## config.mk

```make
export PLATFORM = sky130hd
export DESIGN_NAME = ms_data_arb
export DESIGN_NICKNAME = d
export VERILOG_FILES = /design/src/rtl/ms_data_arb.sv
export SDC_FILE = /design/constraint.sdc
export NUM_CORES = 1
export LEC_CHECK = 0
export BUFFER_PORTS_ARGS = -buffer_cell sky130_fd_sc_hd__buf_2
export CORE_AREA = 2 2 212 214
export CTS_CLUSTER_SIZE = 30
export DETAILED_ROUTE_END_ITERATION = 8
export DIE_AREA = 0 0 214 216
export GPL_ROUTABILITY_DRIVEN = 1
export SETUP_SLACK_MARGIN = 0.02
export SLEW_MARGIN = 20
export SYNTH_ARGS = -nofsm -noshare
export SYNTH_HDL_FRONTEND = slang
export SYNTH_SLANG_ARGS = --single-unit
export TNS_END_PERCENT = 10
```

## constraint.sdc

```tcl
create_clock -name AClkH -period 4.6 [get_ports AClkH]
set_input_delay 0.46 -clock AClkH [delete_from_list [all_inputs] [get_ports AClkH]]
set_output_delay 0.46 -clock AClkH [all_outputs]
set_load 0.05 [all_outputs]
```

## src/rtl/ms_data_arb.sv

```systemverilog
// Round-robin arbiter: several data requesters share one downstream memory port, one transaction at a time.
// Optional busy timeout: define MS_DATA_ARB_TIMEOUT_EN.
module ms_data_arb_lane (
   input  logic [3:0] wrSize,
   input  logic [3:0] rdSize,
   output logic       active
);
   assign active = (wrSize != 4'd0) || (rdSize != 4'd0);
endmodule

module ms_data_arb #(
   parameter int CReqCnt  = 3,
   parameter int CTimeout = 255
) (
   input  logic                   AClkH,
   input  logic                   AResetH,
   input  logic                   AClkHEn,
   input  logic [CReqCnt*32-1:0]  AReqAddr,
   input  logic [CReqCnt*64-1:0]  AReqMosi,
   input  logic [CReqCnt*4-1:0]   AReqWrSize,
   input  logic [CReqCnt*4-1:0]   AReqRdSize,
   output logic [CReqCnt-1:0]     AReqAck,
   output logic [63:0]            AReqMiso,
   output logic [31:0]            AMemAddr,
   output logic [63:0]            AMemMosi,
   output logic [3:0]             AMemWrSize,
   output logic [3:0]             AMemRdSize,
   input  logic [63:0]            AMemMiso,
   input  logic                   AMemBusy,
   output logic                   AErr
);
   localparam int CIdxW = $clog2(CReqCnt);

   if (CReqCnt < 2 || CReqCnt > 8 || CTimeout < 1 || CTimeout > 255) begin : gBadParam
      $error("ms_data_arb: CReqCnt must be 2..8 and CTimeout 1..255");
   end

   typedef enum logic [1:0] {StIdle, StIssue, StWait, StAck} state_t;

   state_t                     state, stateNxt;
   logic [CReqCnt-1:0]         reqActive;
   logic [CReqCnt-1:0][31:0]   reqAddr;
   logic [CReqCnt-1:0][63:0]   reqMosi;
   logic [CReqCnt-1:0][3:0]    reqWr, reqRd;
   // lastGrant doubles as the current winner once a pick has been made
   logic [CIdxW-1:0]           lastGrant;
   logic [31:0]                latAddr;
   logic [63:0]                latMosi;
   logic [3:0]                 latWr, latRd;
   logic                       pickValid;
   logic [CIdxW-1:0]           pickIdx;

   for (genvar i = 0; i < CReqCnt; i++) begin : gLane
      assign reqAddr[i] = AReqAddr[i*32 +: 32];
      assign reqMosi[i] = AReqMosi[i*64 +: 64];
      assign reqWr[i]   = AReqWrSize[i*4 +: 4];
      assign reqRd[i]   = AReqRdSize[i*4 +: 4];
      ms_data_arb_lane uLane (
         .wrSize (reqWr[i]),
         .rdSize (reqRd[i]),
         .active (reqActive[i])
      );
      assign AReqAck[i] = (state == StAck) && (lastGrant == CIdxW'(i));
   end

   // Search starts one past the previous winner and wraps
   always_comb begin
      logic [CIdxW:0] j;
      pickValid = 1'b0;
      pickIdx   = '0;
      j         = '0;
      for (int k = 1; k <= CReqCnt; k++) begin
         j = {1'b0, lastGrant} + (CIdxW+1)'(k);
         if (j >= (CIdxW+1)'(CReqCnt)) j = j - (CIdxW+1)'(CReqCnt);
         if (!pickValid && reqActive[j[CIdxW-1:0]]) begin
            pickValid = 1'b1;
            pickIdx   = j[CIdxW-1:0];
         end
      end
   end

`ifdef MS_DATA_ARB_TIMEOUT_EN
   localparam logic [7:0] CToLast = 8'(CTimeout - 1);
   logic [7:0] toCnt;
   logic       errFlag;
   logic       toHit;
   assign toHit = AMemBusy && (toCnt == CToLast);
   assign AErr  = (state == StAck) && errFlag;
`else
   logic toHit;
   assign toHit = 1'b0;
   assign AErr  = 1'b0;
`endif

   always_comb begin
      stateNxt = state;
      case (state)
         StIdle:  if (pickValid) stateNxt = StIssue;
         StIssue: stateNxt = StWait;
         StWait:  if (!AMemBusy || toHit) stateNxt = StAck;
         StAck:   stateNxt = StIdle;
         default: stateNxt = StIdle;
      endcase
   end

   always_ff @(posedge AClkH) begin
      if (AResetH) begin
         state     <= StIdle;
         lastGrant <= CIdxW'(CReqCnt - 1);
         latAddr   <= '0;
         latMosi   <= '0;
         latWr     <= '0;
         latRd     <= '0;
         AReqMiso  <= '0;
`ifdef MS_DATA_ARB_TIMEOUT_EN
         toCnt     <= '0;
         errFlag   <= 1'b0;
`endif
      end else if (AClkHEn) begin
         state <= stateNxt;
         case (state)
            StIdle: if (pickValid) begin
               lastGrant <= pickIdx;
               latAddr   <= reqAddr[pickIdx];
               latMosi   <= reqMosi[pickIdx];
               latWr     <= reqWr[pickIdx];
               latRd     <= reqRd[pickIdx];
`ifdef MS_DATA_ARB_TIMEOUT_EN
               errFlag   <= 1'b0;
`endif
            end
`ifdef MS_DATA_ARB_TIMEOUT_EN
            StIssue: toCnt <= '0;
            StWait: begin
               if (!AMemBusy) begin
                  if (latRd != 4'd0) AReqMiso <= AMemMiso;
               end else if (toHit) begin
                  AReqMiso <= '0;
                  errFlag  <= 1'b1;
               end else begin
                  toCnt <= toCnt + 8'd1;
               end
            end
`else
            StWait: if (!AMemBusy && latRd != 4'd0) AReqMiso <= AMemMiso;
`endif
            default: ;
         endcase
      end
   end

   // Sizes qualify the command; address/data simply hold the last latch
   assign AMemAddr   = latAddr;
   assign AMemMosi   = latMosi;
   assign AMemWrSize = (state == StIssue) ? latWr : 4'd0;
   assign AMemRdSize = (state == StIssue) ? latRd : 4'd0;
endmodule
```

==> impl_metrics.json, run 1 <==
{
  "outcome": "completed",
  "postSynthAreaPerCell_um2": 8.68,
  "grt_pass1_vias": 8834,
  "root_buffer": "clkbuf_16",
  "finalHoldViolations": 0,
  "viasPerCell": 4.35,
  "dieArea_um2": 46200,
  "path_clk_slew_ns": 0.07,
  "nets": 1846,
  "yosysWarningCount": 0,
  "p_leak_nw": 5.85,
  "antenna_found_initial": 12,
  "die_w_um": 214,
  "synthesis.area_um2": 8260,
  "cts_made_buffers": 17,
  "synthArstFlopShare": 0,
  "synth_area_leaders": "dfxtp_1 (42%), mux2i_1 (12%), nand2_1 (8.7%), a21oi_1 (7.0%), a2111oi_2 (6.5%)",
  "drc_errors": 0,
  "gp_congestion": 0.933,
  "synth_ff_type": "dfxtp_1",
  "synth-seq-cells": 172,
  "port_buffers": 550,
  "cp.arrival_ns": 3.60,
  "min_path_type": "in -> reg",
  "worstMarginPinSlew_ns": 0.939,
  "synth_common_cells": "nand2_1 (191), dfxtp_1 (172), a21oi_1 (116)",
  "slew-limit-headroom": 0.368,
  "drt_iter0_drc": 459,
  "startpoint_type": "register",
  "grt_pass1_wl_mm": 51.9,
  "whs_ns": 0.185,
  "max_freq_ghz": 0.311,
  "hpwl_mm": 26.6,
  "fin_skew_ns": 0.00830,
  "ir_worst_vdd_mv": 0.241,
  "post_cts_buffers": 0,
  "post_dp_cell_area_um2": 11600,
  "cap_violations": 0,
  "hold_buffers": 0,
  "vias": 8987,
  "cts_tree": "yes",
  "die_h_um": 216,
  "core_um2": 43800,
  "slew_violations": 0,
  "synthCells": 951,
  "worstSkewPairLatency_ns": 0.48,
  "wl_per_cell_um": 16.9,
  "track_usage": 0.148,
  "synth_top_area_share": 0.417,
  "first_pass_iters": 5,
  "power-per-cell-area_nw_per_um2": 370,
  "min_period_ns": 3.21,
  "rsz0062_at_grt": "false",
  "final_area_um2": 12100,
  "final_layout_size_suffix_gt1_frac": 0.440,
  "post-synth-top-count-cell": "nand2_1",
  "start_util": 0.188,
  "num_io_pins": 552,
  "grt_max_degree": 95,
  "cts_max_level": 4,
  "setup_viol": 0,
  "period_share": 0.699,
  "tns_ns": 0,
  "area_growth_pct": 47.0,
  "routed_wl_mm": 34.9,
  "final_antenna_net_count": 0,
  "rows": 77,
  "crit_path_max_fanout": 94,
  "synthesis.nets": 1341,
  "clock_path_buffers": 2,
  "yosysTopAreaCell": "dfxtp_1",
  "numClockSinks": 172,
  "ys_seq_area_frac": 0.417,
  "crit_type": "reg -> reg",
  "cts_resized": 0,
  "synth-edff-count": 0,
  "synth.distinct_cells": 37,
  "worst-endpoint-required_ns": 4.99,
  "grt-ovfl-total": 0,
  "crit_path_end_kind": "register"
}
-- layer usage --
layer	wire (um)	track usage
met5	12	0
met4	1130	0.0807
met3	2530	0.0495
met2	16500	0.236
met1	14700	0.176
-- cell families (layout without fill, tap and decap cells) --
| family | Yosys count | count (layout) | share of synthesized area |
|---|---|---|---|
| flip-flops | 172 | 172 | 0.417 |
| buffers and inverters | 142 | 660 | 0.0727 |
| adder cells (fa/ha/maj) | 10 | 10 | 0.0151 |
| AND/OR/NAND/NOR | 278 | 278 | 0.141 |
| other | 1 | 8 | 0.000454 |
| AO/OA/AOI/OAI | 250 | 250 | 0.235 |
| multiplexers | 98 | 98 | 0.119 |
-- registers in the layout (all words and copies together) (netlist names) --
register / cells
AMemAddr: 32
AMemMosi: 64
AReqMiso: 64
lastGrant: 2
latRd: 4
latWr: 4
state: 2
-- worst max-delay path: stages (launching register included) --
cell and delay, ns:
dfxtp_1 0.42, inv_1 0.15, ha_1 0.49, inv_1 0.14, a221oi_1 0.31, nor3b_2 0.08, buf_4 0.16, o21ai_4 0.07
buf_12 0.39, a22oi_1 0.34, a211oi_1 0.29
-- where the power goes --
group	switching (mW)	leakage [nW]	internal [mW]
registers	0.0669	1.41	1.61
clock network	0.705	0.268	0.717
logic	0.915	4.18	0.476
total	1.69	5.85	2.80
-- cell type report --
cell class | count | area (um2)
Fill cell | 4750 | 31700
Timing Repair Buffer | 564 | 2890
Sequential cell | 172 | 3440
Antenna cell | 7 | 17.5
Tap cell | 592 | 741
Multi-Input combinational cell | 637 | 4270
Clock inverter | 13 | 109
Inverter | 64 | 240
Clock buffer | 19 | 443
-- metrics by stage --
stage / setup WS [ns] / std cells / power (mW) / util
global placement: 1.29 / 2029 / 3.09 / 0.264
floorplan: 2.12 / 951 / 2.65 / -
global route: 1.17 / 2067 / 4.71 / 0.277
finish: 1.39 / 2068 / 4.49 / 0.277
detailed placement: 1.28 / 2029 / 3.11 / 0.264
CTS: 1.33 / 2061 / 4.58 / 0.277
-- worst paths after layout --
kind | startpoint | endpoint | slack [ns] | cells after the start
max | lastGrant[0]$_SDFFE_PP0P_ | latWr[3]$_SDFFE_PP0P_ | 1.39 | 10
min | AReqMosi[168] | AMemMosi[40]$_SDFFE_PP0P_ | 0.18 | 3
max reg2reg | lastGrant[0]$_SDFFE_PP0P_ | latWr[3]$_SDFFE_PP0P_ | 1.39 | 10
min reg2reg | AReqMiso[61]$_SDFFE_PP0P_ | AReqMiso[61]$_SDFFE_PP0P_ | 0.45 | 2
-- cells in the final DEF (no fill, tap or decap), drive strengths merged, types with 14 or more instances in the layout --
| cell type | netlist | layout |
|---|---|---|
| buf | 28 | 564 |
| nand2 | 191 | 191 |
| dfxtp | 172 | 172 |
| a21oi | 116 | 116 |
| mux2i | 98 | 98 |
| inv | 64 | 69 |
| o221ai | 57 | 57 |
| nor2 | 50 | 50 |
| a2111oi | 44 | 44 |
| clkbuf | 50 | 19 |
| and2 | 14 | 14 |
(Power assumes the default switching activity.)
==> run 2, diff against run 1 <==
--- a/config.mk
+++ b/config.mk
@@ -5,11 +5,12 @@
 export SDC_FILE = /design/constraint.sdc
 export NUM_CORES = 1
 export LEC_CHECK = 0
+export ABC_AREA = 1
 export BUFFER_PORTS_ARGS = -buffer_cell sky130_fd_sc_hd__buf_2
-export CORE_AREA = 2 2 212 214
+export CORE_AREA = 2 2 217 219
 export CTS_CLUSTER_SIZE = 30
 export DETAILED_ROUTE_END_ITERATION = 8
-export DIE_AREA = 0 0 214 216
+export DIE_AREA = 0 0 219 221
 export GPL_ROUTABILITY_DRIVEN = 1
 export SETUP_SLACK_MARGIN = 0.02
 export SLEW_MARGIN = 20
==> constraint.sdc (replaced) <==
create_clock -name AClkH -period 2.9 [get_ports AClkH]
set_input_delay 0.29 -clock AClkH [delete_from_list [all_inputs] [get_ports AClkH]]
set_output_delay 0.29 -clock AClkH [all_outputs]
set_load 0.05 [all_outputs]
==> impl_metrics.json, run 2 <==
{
  "post-synth-top-count-cell": "inv_1",
  "yosys-mux-area-fraction": 0,
  "crit_path_end_kind": "register",
  "wl_per_cell_um": 17.1,
  "synth-seq-cells": 172,
  "die_h_um": 221,
  "power-per-cell-area_nw_per_um2": 560,
  "ys_seq_area_frac": 0.352,
  "grt.met2_usage": 0.297,
  "switchingPower_mw": 3.18,
  "outcome": "completed",
  "startpoint_type": "register",
  "drc_errors": 0,
  "setup_viol": 0,
  "clkPwrFrac": 0.302,
  "synthesis.nets": 1897,
  "layout_common_cells": "buf_2 (550), inv_1 (238), a21oi_1 (210), nor2_1 (204), dfxtp_1 (172)",
  "cp.arrival_ns": 3.04,
  "finalHoldViolations": 0,
  "cp_cell_sequence": "inv_1 > ha_1 > nand2_1 > clkinv_1 > nor2_2 > inv_2 > nor2_1 > nor2_2 > nand4_2 > nand2_4 > buf_12 > a21oi_1 > a21oi_1",
  "postSynthAreaPerCell_um2": 6.50,
  "synthAdderAreaFrac": 0.0128,
  "routed_wl_mm": 44.9,
  "tns_ns": 0,
  "grt-ovfl-total": 0,
  "cp_slowest_cell": "a21oi_1",
  "crit_path_max_fanout": 90,
  "slew-limit-headroom": 0.507,
  "top_usage_layer": "met2",
  "synth_compound_area_frac": 0.213,
  "vias": 12000,
  "final_antenna_net_count": 0,
  "seqPwrFrac": 0.349,
  "gp_congestion": 0.905,
  "start_util": 0.213,
  "synthArstFlopShare": 0,
  "worst-endpoint-required_ns": 3.24,
  "ir_worst_vdd_mv": 0.389,
  "synth.distinct_cells": 33,
  "die_w_um": 219,
  "yosysWarningCount": 0,
  "num_io_pins": 552,
  "antenna_found_initial": 9,
  "crit_type": "reg -> reg",
  "dieArea_um2": 48400,
  "synthCells": 1507,
  "period_share": 0.931,
  "rows": 79,
  "yosysTopAreaCell": "dfxtp_1",
  "track_usage": 0.181,
  "post_cts_buffers": 0,
  "use_met3": 0.0444,
  "first_pass_iters": 5,
  "grt_pass1_wl_mm": 66.6,
  "drt_iter0_drc": 816,
  "slew_violations": 0,
  "hpwl_mm": 32.4,
  "use_met1": 0.220,
  "synthesis.area_um2": 9790,
  "synth-simple-area-share": 0.269,
  "cts_made_buffers": 17,
  "pwr-share-comb": 0.349,
  "worstMarginPinSlew_ns": 0.739,
  "cap_violations": 0,
  "slowest_delay_ns": 0.40,
  "synth_common_cells": "inv_1 (240), a21oi_1 (210), nor2_1 (204)",
  "synth_top_area_share": 0.352,
  "min_period_ns": 2.70,
  "synth_xor_area_frac": 0,
  "worstSkewPairLatency_ns": 0.49,
  "path_clk_slew_ns": 0.08,
  "root_buffer": "clkbuf_16",
  "switching_share": 0.414,
  "viasPerCell": 4.59,
  "synth_ff_type": "dfxtp_1",
  "rsz0062_at_grt": "true",
  "core_um2": 46100,
  "numClockSinks": 172,
  "fin_total_pwr_mw": 7.70,
  "intPower_mw": 4.51,
  "grt_max_degree": 115,
  "p_leak_nw": 7.37,
  "max_freq_ghz": 0.371,
  "cts_tree": "yes",
  "final_common_cell": "buf_2",
  "fin_skew_ns": 0.0138,
  "cts_max_level": 4,
  "port_buffers": 550,
  "synth-edff-count": 0,
  "final_layout_size_suffix_gt1_frac": 0.312,
  "min_path_type": "in -> reg",
  "nets": 2383,
  "postLayoutCoreUtil": 0.299,
  "synth_area_leaders": "dfxtp_1 (35%), a21oi_1 (11%), inv_1 (9.2%), nand3_1 (8.5%), nor2_1 (7.8%)",
  "grt_pass1_vias": 11400,
  "synth_top_family_by_area": "simple AND/OR/NAND/NOR gates",
  "area_growth_pct": 40.4,
  "clock_path_buffers": 2
}
-- run 2: critical path: cells and delay by family (launching register included) --
family                     cells  cell delay (ns)
and+or+nand+nor                6             0.67
AOI/OAI and AO/OA              2             0.51
buffers and inverters          4             0.44
adders and majority gates      1             0.39
DFF                            1             0.38
-- run 2: stage by stage --
step / setup slack, ns / instances / area, um2 / hold slack [ns]
3_5_place_dp: 0.291 / 2570 / 13100 / 0.466
3_3_place_gp: 0.315 / 2570 / 13100 / 0.459
4_1_cts: 0.261 / 2613 / 13700 / 0.00101
2_1_floorplan: 0.582 / 1507 / 9790 / 0.439
5_1_grt: 0.00917 / 2618 / 13700 / 0.0220
6_report: 0.201 / 2618 / 13700 / 0.0502
-- run 2: timing repair --
action / 4_1_cts / 5_1_grt
gates resized for setup: 0 / 1
hold buffers: 11 / 0
setup endpoints to repair: 0 / 1
hold endpoints to repair: 11 / 0
-- run 2: layout make-up --
class | count | area (um2)
fillers | 5169 | 32300
multi-input cells | 972 | 4860
flip-flops and latches | 172 | 3440
repair buffers | 584 | 3190
inverters | 246 | 923
well taps | 607 | 759
clock buffers | 18 | 429
clock inverters | 14 | 130
diodes | 5 | 12.5
-- run 2: layer usage --
layer | wire, um | up-vias
li1 | - | 5787
met1 | 18300 | 5588
met2 | 21600 | 550
met3 | 3370 | 91
met4 | 1540 | 8
met5 | 43 | -
-- run 2: cell families after synthesis --
kind of cell / after synthesis
and+or+nand+nor: 574
AOI/OAI and AO/OA: 387
other: 1
DFF: 172
buffers and inverters: 363
adders and majority gates: 10
-- run 2: power groups by stage --
stage | Sequential (mW) | Clock (mW) | Combinational [mW]
6_report | 2.69 | 2.32 | 2.69
5_1_grt | 2.71 | 2.51 | 2.92
4_1_cts | 2.68 | 2.43 | 2.70
3_5_place_dp | 2.73 | 0 | 2.68
3_3_place_gp | 2.73 | 0 | 2.66
2_1_floorplan | 3.37 | 0 | 1.18
-- run 2: worst paths after layout --
kind	start	depth (start not counted)	end	slack (ns)
hold / removal	AMemMiso[25]	3	AReqMiso[25]$_SDFFE_PP0P_	0.05
hold reg to reg	AReqMiso[20]$_SDFFE_PP0P_	2	AReqMiso[20]$_SDFFE_PP0P_	0.48
setup / recovery	lastGrant[1]$_SDFFE_PP1P_	13	AMemMosi[37]$_SDFFE_PP0P_	0.20
setup reg to reg	lastGrant[1]$_SDFFE_PP1P_	13	AMemMosi[37]$_SDFFE_PP0P_	0.20
==> run 3, diff against run 2 <==
--- a/config.mk
+++ b/config.mk
@@ -5,12 +5,11 @@
 export SDC_FILE = /design/constraint.sdc
 export NUM_CORES = 1
 export LEC_CHECK = 0
-export ABC_AREA = 1
 export BUFFER_PORTS_ARGS = -buffer_cell sky130_fd_sc_hd__buf_2
-export CORE_AREA = 2 2 217 219
+export CORE_AREA = 2 2 214 216
 export CTS_CLUSTER_SIZE = 30
 export DETAILED_ROUTE_END_ITERATION = 8
-export DIE_AREA = 0 0 219 221
+export DIE_AREA = 0 0 216 218
 export GPL_ROUTABILITY_DRIVEN = 1
 export SETUP_SLACK_MARGIN = 0.02
 export SLEW_MARGIN = 20
==> impl_metrics.json, run 3 (synthesis gave the netlist of run 1 again) <==
{
  "port_buffers": 550,
  "cts_max_level": 4,
  "path_clk_slew_ns": 0.08,
  "fin_skew_ns": 0.0132,
  "cts_made_buffers": 17,
  "post-place-ws_ns": 0.0944,
  "start_util": 0.184,
  "slew_violations": 0,
  "grt_pass1_vias": 9638,
  "finalHoldViolations": 0,
  "track_usage": 0.152,
  "grt-ovfl-total": 0,
  "drc_errors": 0,
  "area_growth_pct": 62.0,
  "grt_pass1_wl_mm": 54.0,
  "min_path_type": "in -> reg",
  "dieArea_um2": 47100,
  "fin_total_pwr_mw": 7.32,
  "clock_path_buffers": 2,
  "layout_common_cells": "buf_2 (549), nand2_1 (190), dfxtp_1 (172), a21oi_1 (116), dlygate4sd3_1 (101)",
  "cp_cell_sequence": "dlygate4sd3_1 > buf_2 > or4_4 > o21ai_1 > nor3b_2 > o21ai_4 > buf_4 > mux2i_1 > a2111oi_2",
  "gp_congestion": 0.846,
  "slowest_delay_ns": 0.58,
  "startpoint_type": "input port",
  "fin_ws_ns": 0.227,
  "worst-endpoint-required_ns": 3.28,
  "die_h_um": 218,
  "hpwl_mm": 27.6,
  "vias": 9615,
  "tns_ns": 0,
  "crit_path_max_fanout": 9,
  "ir_worst_vdd_mv": 0.384,
  "min_period_ns": 2.67,
  "wl_per_cell_um": 17.2,
  "outcome": "completed",
  "final_layout_size_suffix_gt1_frac": 0.419,
  "worstMarginPinSlew_ns": 0.799,
  "final_antenna_net_count": 0,
  "power-per-cell-area_nw_per_um2": 547,
  "antenna_found_initial": 4,
  "post_cts_buffers": 0,
  "final_common_cell": "buf_2",
  "setup_viol": 0,
  "numClockSinks": 172,
  "core_um2": 44900,
  "num_io_pins": 552,
  "rsz0062_at_grt": "false",
  "nets": 1964,
  "period_share": 0.922,
  "first_pass_iters": 7,
  "cts_tree": "yes",
  "crit_type": "in -> reg",
  "root_buffer": "clkbuf_16",
  "slew-limit-headroom": 0.462,
  "worstSkewPairLatency_ns": 0.48,
  "p_leak_nw": 6.40,
  "cp_slowest_cell": "or4_4",
  "drt_iter0_drc": 538,
  "grt_max_degree": 73,
  "crit_path_end_kind": "register",
  "viasPerCell": 4.39,
  "cp.arrival_ns": 3.05,
  "routed_wl_mm": 37.6,
  "rows": 78,
  "cap_violations": 0,
  "die_w_um": 216,
  "critPathTopFamily": "buffers and inverters",
  "whs_ns": 0.0542,
  "cp_num_buf_inv": 3,
  "max_freq_ghz": 0.374
}
==> run 3: cell count changes in the layout (fill, tap and decap cells not counted), moves of 36 or more <==
cell,delta
dlygate4sd3_1,+90
mux2i_1,+98
a21oi_1,-94
a2111oi_2,+36
o21ai_0,-105
nand3b_1,-47
a21boi_0,-52
nand3_1,-164
nor2_1,-155
nand2_1,+51
inv_1,-174
o221ai_1,+57
==> run 3: stage by stage <==
| stage | cells | instance area, um2 | util |
|---|---|---|---|
| final | 2190 | 13400 | 0.298 |
| after global placement | 2052 | 11800 | 0.262 |
| after detailed placement | 2052 | 11800 | 0.262 |
| after CTS | 2184 | 13300 | 0.297 |
| after global routing | 2189 | 13400 | 0.298 |
| after floorplan | 951 | 8260 | - |
==> run 3: final timing paths <==
check                            startpoint                        end  slack (ns)  depth (start not counted)
hold / removal                 AMemMiso[38]  AReqMiso[38]$_SDFFE_PP0P_        0.05                          3
setup / recovery              AReqWrSize[8]  AMemMosi[16]$_SDFFE_PP0P_        0.23                          9
setup reg to reg  lastGrant[0]$_SDFFE_PP0P_  AMemMosi[16]$_SDFFE_PP0P_        0.24                          9
hold reg to reg   AReqMiso[46]$_SDFFE_PP0P_  AReqMiso[46]$_SDFFE_PP0P_        0.45                          2
==> run 3: final cells by class <==
cell class	count	area, um2
Multi-Input combinational cell	637	4260
Clock inverter	13	119
Inverter	64	240
Clock buffer	18	429
Sequential cell	172	3440
Fill cell	4775	31500
Tap cell	600	751
Timing Repair Buffer	682	4130
Antenna cell	4	10.0
==> run 3: layer usage <==
metal | track usage | wire, um | vias to the layer above
li1 | - | - | 4637
met5 | 0 | 0 | -
met2 | 0.256 | 18100 | 444
met3 | 0.0399 | 2680 | 75
met4 | 0.101 | 1890 | 0
met1 | 0.168 | 15000 | 4459
==> run 3: repair_timing <==
item,4_1_cts,5_1_grt
endpoints found under the setup margin,0,43
resized for setup,0,6
hold buffers,101,0
endpoints found under the hold margin,101,0
==> run 3: power breakdown <==
part | switching (mW) | internal, mW
registers | 0.111 | 2.55
logic | 1.49 | 0.895
clock network | 1.14 | 1.13
total | 2.74 | 4.58
==> run 3: worst reg2reg max path, delay by kind of cell (launching register included) <==
| kind | cells | cell delay, ns |
|---|---|---|
| buffers and inverters | 3 | 0.56 |
| muxes | 1 | 0.18 |
| adders and majority gates | 1 | 0.44 |
| DFF | 1 | 0.42 |
| AOI/OAI and AO/OA | 3 | 0.83 |
| and+or+nand+nor | 1 | 0.12 |
